===== config.mk =====
export PLATFORM = sky130hd
export DESIGN_NAME = axis_rr_packet_arbiter
export DESIGN_NICKNAME = d
export VERILOG_FILES = /design/src/rtl/axis_rr_packet_arbiter.sv
export SDC_FILE = /design/constraint.sdc
export NUM_CORES = 1
export LEC_CHECK = 0
export ABC_AREA = 1
export BUFFER_PORTS_ARGS = -buffer_cell sky130_fd_sc_hd__buf_2
export CAP_MARGIN = 30
export CORE_ASPECT_RATIO = 1.2
export CORE_MARGIN = 2
export CORE_UTILIZATION = 41
export CTS_CLUSTER_SIZE = 30
export DETAILED_ROUTE_END_ITERATION = 10
export PLACE_DENSITY_LB_ADDON = 0.15
export RECOVER_POWER = 100
export SYNTH_ARGS = -nofsm -noshare
export SYNTH_HDL_FRONTEND = slang
export SYNTH_SLANG_ARGS = --single-unit

===== constraint.sdc =====
create_clock -name clk -period 2 [get_ports clk]
set_clock_uncertainty 0.2 [all_clocks]
set_input_delay 0.1 -clock clk [delete_from_list [all_inputs] [get_ports clk]]
set_output_delay 0.1 -clock clk [all_outputs]
set_load 0.05 [all_outputs]

===== src/rtl/axis_rr_packet_arbiter.sv =====
// Purpose : packet-granular round-robin arbiter sharing one AXI4-Stream channel among N masters,
//           plus a combinational demux of the response stream back to the requesters by r_tid.
// Latency : 1 bubble cycle per packet for arbitration, then 1 cycle s->m per beat (full throughput).
// Backpr. : s_tready[grant] = !m_tvalid | m_tready; output register holds while m_tvalid & !m_tready.
// Ports   : clk/_rst           clock, async active-low reset
//           s_t*  (N lanes)    requester streams in, s_tready back
//           m_t*               registered shared stream out, m_tid = source index
//           r_t*               response stream from the shared slave, routed by r_tid
//           o_t*  (N lanes)    response streams to requesters
module axis_rr_packet_arbiter #(
  parameter int N   = 4,
  parameter int DSZ = 8,
  localparam int IDW = ($clog2(N) < 1) ? 1 : $clog2(N)
) (
  input  logic             clk,
  input  logic             _rst,
  input  logic [N*DSZ-1:0] s_tdata,
  input  logic [N-1:0]     s_tvalid,
  output logic [N-1:0]     s_tready,
  input  logic [N-1:0]     s_tlast,
  output logic [DSZ-1:0]   m_tdata,
  output logic             m_tvalid,
  input  logic             m_tready,
  output logic             m_tlast,
  output logic [IDW-1:0]   m_tid,
  input  logic [DSZ-1:0]   r_tdata,
  input  logic             r_tvalid,
  output logic             r_tready,
  input  logic             r_tlast,
  input  logic [IDW-1:0]   r_tid,
  output logic [N*DSZ-1:0] o_tdata,
  output logic [N-1:0]     o_tvalid,
  input  logic [N-1:0]     o_tready,
  output logic [N-1:0]     o_tlast
);

  typedef enum logic {IDLE, BUSY} state_t;

  state_t           r_state;
  logic [IDW-1:0]   r_grant;
  logic [IDW-1:0]   r_last_grant;
  logic             r_m_tvalid;
  logic [DSZ-1:0]   r_m_tdata;
  logic             r_m_tlast;
  logic [IDW-1:0]   r_m_tid;

  logic [IDW-1:0]   w_winner;
  logic             w_any;
  logic             w_beat_rdy;
  logic             w_accept;

  assign w_any      = |s_tvalid;
  // Output register can take a new beat when empty or draining this cycle.
  assign w_beat_rdy = !r_m_tvalid || m_tready;
  assign w_accept   = (r_state == BUSY) && w_beat_rdy && s_tvalid[r_grant];

  // Round-robin scan starting just after the last winner. Iterating from the
  // farthest candidate down to the nearest lets the nearest requester win.
  always_comb begin
    w_winner = '0;
    for (int k = N; k >= 1; k--) begin
      if (s_tvalid[(int'(r_last_grant) + k) % N]) begin
        w_winner = IDW'((int'(r_last_grant) + k) % N);
      end
    end
  end

  always_comb begin
    s_tready = '0;
    if (r_state == BUSY) begin
      s_tready[r_grant] = w_beat_rdy;
    end
  end

  always_ff @(posedge clk or negedge _rst) begin
    if (!_rst) begin
      r_state      <= IDLE;
      r_grant      <= '0;
      r_last_grant <= IDW'(N - 1);
      r_m_tvalid   <= 1'b0;
      r_m_tdata    <= '0;
      r_m_tlast    <= 1'b0;
      r_m_tid      <= '0;
    end else begin
      case (r_state)
        IDLE: begin
          if (w_any) begin
            r_grant      <= w_winner;
            r_last_grant <= w_winner;
            r_state      <= BUSY;
          end
        end
        BUSY: begin
          if (w_accept && s_tlast[r_grant]) begin
            r_state <= IDLE;
          end
        end
      endcase

      // A new beat overrides the drain so back-to-back beats keep m_tvalid high.
      if (w_accept) begin
        r_m_tvalid <= 1'b1;
        r_m_tdata  <= s_tdata[int'(r_grant)*DSZ +: DSZ];
        r_m_tlast  <= s_tlast[r_grant];
        r_m_tid    <= r_grant;
      end else if (r_m_tvalid && m_tready) begin
        r_m_tvalid <= 1'b0;
      end
    end
  end

  assign m_tvalid = r_m_tvalid;
  assign m_tdata  = r_m_tdata;
  assign m_tlast  = r_m_tlast;
  assign m_tid    = r_m_tid;

  // Response demux: data/last fan out to every lane, only the addressed lane
  // sees valid. An r_tid with no matching lane is sunk (ready held high).
  assign o_tdata = {N{r_tdata}};
  assign o_tlast = {N{r_tlast}};

  always_comb begin
    o_tvalid = '0;
    r_tready = 1'b1;
    for (int i = 0; i < N; i++) begin
      if (r_tid == IDW'(i)) begin
        o_tvalid[i] = r_tvalid;
        r_tready    = o_tready[i];
      end
    end
  end

endmodule


==> impl_metrics.env <==
export IMPL_status="completed"
export IMPL_cp_depth=7
export IMPL_grt_max_degree=18
export IMPL_rows=24
export IMPL_num_vias=1437
export IMPL_total_power_w=0.00295
export IMPL_final_nets=325
export IMPL_grt_usage=0.188
export IMPL_crit_chain="nor2_4 -> a22oi_2 -> nand2_2 -> nand2_2 -> buf_6 -> nand2_1 -> o21ai_2"
export IMPL_htreeDepth=1
export IMPL_rsz0062_at_grt="no"
export IMPL_multiInputGateArea_um2=709
export IMPL_grt_pass1_vias=1449
export IMPL_cp_required_ns=1.94
export IMPL_start_kind="flop"
export IMPL_diodes=0
export IMPL_regToRegSetupSlack_ns=0.17
export IMPL_p_leak_nw=0.950
export IMPL_cp_end_kind="flop"
export IMPL_yosysSeqAreaShare=0.276
export IMPL_cts_buffers=3
export IMPL_setup_slack_ns=0.166
export IMPL_wl_um=3530
export IMPL_setup_viol=0
export IMPL_ant_nets=0
export IMPL_insertion_delay_ns=0.25
export IMPL_yosysWarnings=0
export IMPL_clkTransAtPathRegs_ns=0.07
export IMPL_r2r_cells=7
export IMPL_placed_cells=303
export IMPL_cp_max_fo=15
export IMPL_post_cts_resized=0
export IMPL_wl_per_cell_um=11.1
export IMPL_syn_avg_cell_area_um2=7.07
export IMPL_initial_core_util=0.426
export IMPL_die_w_um=60.1
export IMPL_antenna_found_initial=0
export IMPL_drtIter0Drc=41
export IMPL_place_gp_congestion=0.813
export IMPL_hold_viol_final=0
export IMPL_startpoint="r_grant[0]"
export IMPL_finalMaxSlewViolations=0
export IMPL_syn2layout_area_growth_pct=14.5
export IMPL_holdCritPathClass="input pin to output port"
export IMPL_dieHeight_um=71.3
export IMPL_io_pins=116
export IMPL_core_mm2=0.00363
export IMPL_die_area_mm2=0.00428
export IMPL_relSlewSlack=0.389
export IMPL_powerDensity_mw_per_mm2=1660
export IMPL_cp_slowest_stage_delay_ns=0.51
export IMPL_worstMarginPinSlew_ns=0.917
export IMPL_worst_endpoint_arrival_ns=1.78
export IMPL_place_ws_ns=0.148
export IMPL_cts_root_buf="clkbuf_8"
export IMPL_portBuffers=70
export IMPL_ff_latch_area_um2=428
export IMPL_grt_pass1_wl_um=6240
export IMPL_cts_hold_buf=10
export IMPL_drc=0
export IMPL_crit_buf_inv=1
export IMPL_dr_pass1_iters=4
export IMPL_ys_ff_latch=17
export IMPL_critical_path_top_delay_family="simple AND/OR/NAND/NOR gates"
export IMPL_post_cts_buffers=0
export IMPL_fin_cells=317
export IMPL_synth_cell_type_count=22
export IMPL_dp_hpwl_um=2770
export IMPL_hp_start="r_tdata[1]"
export IMPL_cts_buffer_depth=2
export IMPL_cts_sinks=17
export IMPL_drive_gt1_frac=0.309
export IMPL_period_share=0.917
export IMPL_cp_slowest_cell="dfrtp_1"
export IMPL_drv_cap=0
export IMPL_r2r_end="m_tdata[2]"
export IMPL_ir_worst_vdd_uv=581
export IMPL_fill_cells=397
export IMPL_syn_instance_count=219
export IMPL_cts_tree="built"
export IMPL_rr_startpoint="r_grant[0]"
export IMPL_fin_util=0.488
export IMPL_hold_path_depth=0
export IMPL_synth_net_count=278
export IMPL_placed_area_mm2=0.00168
export IMPL_crit_type="flop to flop"
export IMPL_netlist_area_mm2=0.00155
export IMPL_post_route_min_period_ns=1.83
export IMPL_finish_instance_area_mm2=0.00177
export IMPL_cp_common_cell="nand2_2"
export IMPL_min_to="o_tdata[17]"
export IMPL_viasPerCell=4.53
export IMPL_overflow=0
export IMPL_fmax_ghz=0.545
worst max path at each step:
stage	endpoint	slack [ns]
finish	m_tdata[2]	0.17
global route	s_tready[2]	0.002
CTS	m_tdata[0]	0.12
detailed placement	m_tdata[0]	0.15
global placement	m_tdata[0]	0.18
floorplan	s_tready[0]	-0.30
worst reg2reg max path, stage by stage (launching register included):
cell     delay [ns]
dfrtp_1        0.51
nor2_4         0.32
a22oi_2        0.14
nand2_2        0.09
nand2_2        0.13
buf_6          0.20
nand2_1        0.08
o21ai_2        0.05
synth_stat cells:
master / n / area, µm²
a22oi_2: 1 / 12.5
a22oi_4: 1 / 21.3
buf_4: 36 / 270
nand2_2: 12 / 75.1
inv_4: 3 / 18.8
a21oi_1: 10 / 50.1
dfrtp_1: 15 / 375
nand4_1: 1 / 6.26
inv_1: 13 / 48.8
buf_6: 4 / 45.0
a22oi_1: 1 / 7.51
nand3_1: 20 / 100
o21ai_1: 2 / 10.0
buf_2: 1 / 5.00
o21ai_2: 10 / 87.6
nand2_1: 71 / 267
nor3_1: 7 / 35.0
nor2_1: 4 / 15.0
inv_2: 1 / 3.75
nand3b_1: 1 / 7.51
dfstp_2: 2 / 52.6
nor2_4: 3 / 33.8
logic make-up after synthesis:
family          synth area share
flops                      0.276
buf+inv                    0.253
simple gates               0.348
compound gates             0.122
report_power, final:
group | switching, W | internal [W] | total, W | leakage (nW)
logic | 0.00139 | 0.000586 | 0.00198 | 0.721
clock network | 0.000120 | 0.000141 | 0.000261 | 0.0228
registers | 0.000182 | 0.000526 | 0.000708 | 0.207
total | 0.00169 | 0.00125 | 0.00295 | 0.950
registers in the layout (all words and copies together), names as in the netlist:
register,flops
m_tid,2
r_grant,2
r_state,1
r_last_grant,2
m_tlast,1
m_tvalid,1
m_tdata,8
metrics by stage:
stage          hold WS (ns)  setup TNS (ns)
3_5_place_dp         -0.147               0
2_1_floorplan        -0.396          -0.906
6_report          0.0000339               0
5_1_grt            0.000181               0
4_1_cts            0.000117               0
3_3_place_gp         -0.154               0
layout make-up:
class                   instances  area share
well taps                      52      0.0367
flip-flops and latches         17       0.242
inverters                      17      0.0403
clock buffers                   4      0.0254
repair buffers                 83       0.256
multi-input cells             144       0.400
layout by cell type (no fill, tap or decap):
cell type and count:
a21oi_1 10, a22oi_1 1, a22oi_2 1, a22oi_4 1
buf_2 48, buf_4 2, buf_6 1, clkbuf_1 20
clkbuf_2 3, clkbuf_8 3, dfrtp_1 15, dfstp_2 2
dlygate4sd3_1 10, inv_1 14, inv_4 3, nand2_1 77
nand2_2 6, nand3_1 20, nand3b_1 1, nand4_1 1
nor2_1 4, nor2_4 3, nor3_1 7, o21ai_0 1
o21ai_1 2, o21ai_2 9
metal layers:
metal  GRT usage  up-vias  routed length [µm]
li1            -      754                   -
met1       0.224      634                1430
met2       0.324       43                1840
met3      0.0397        6                 232
met4      0.0691        0                  34
met5           0        -                   0
Power figures use the tool's default switching activity.
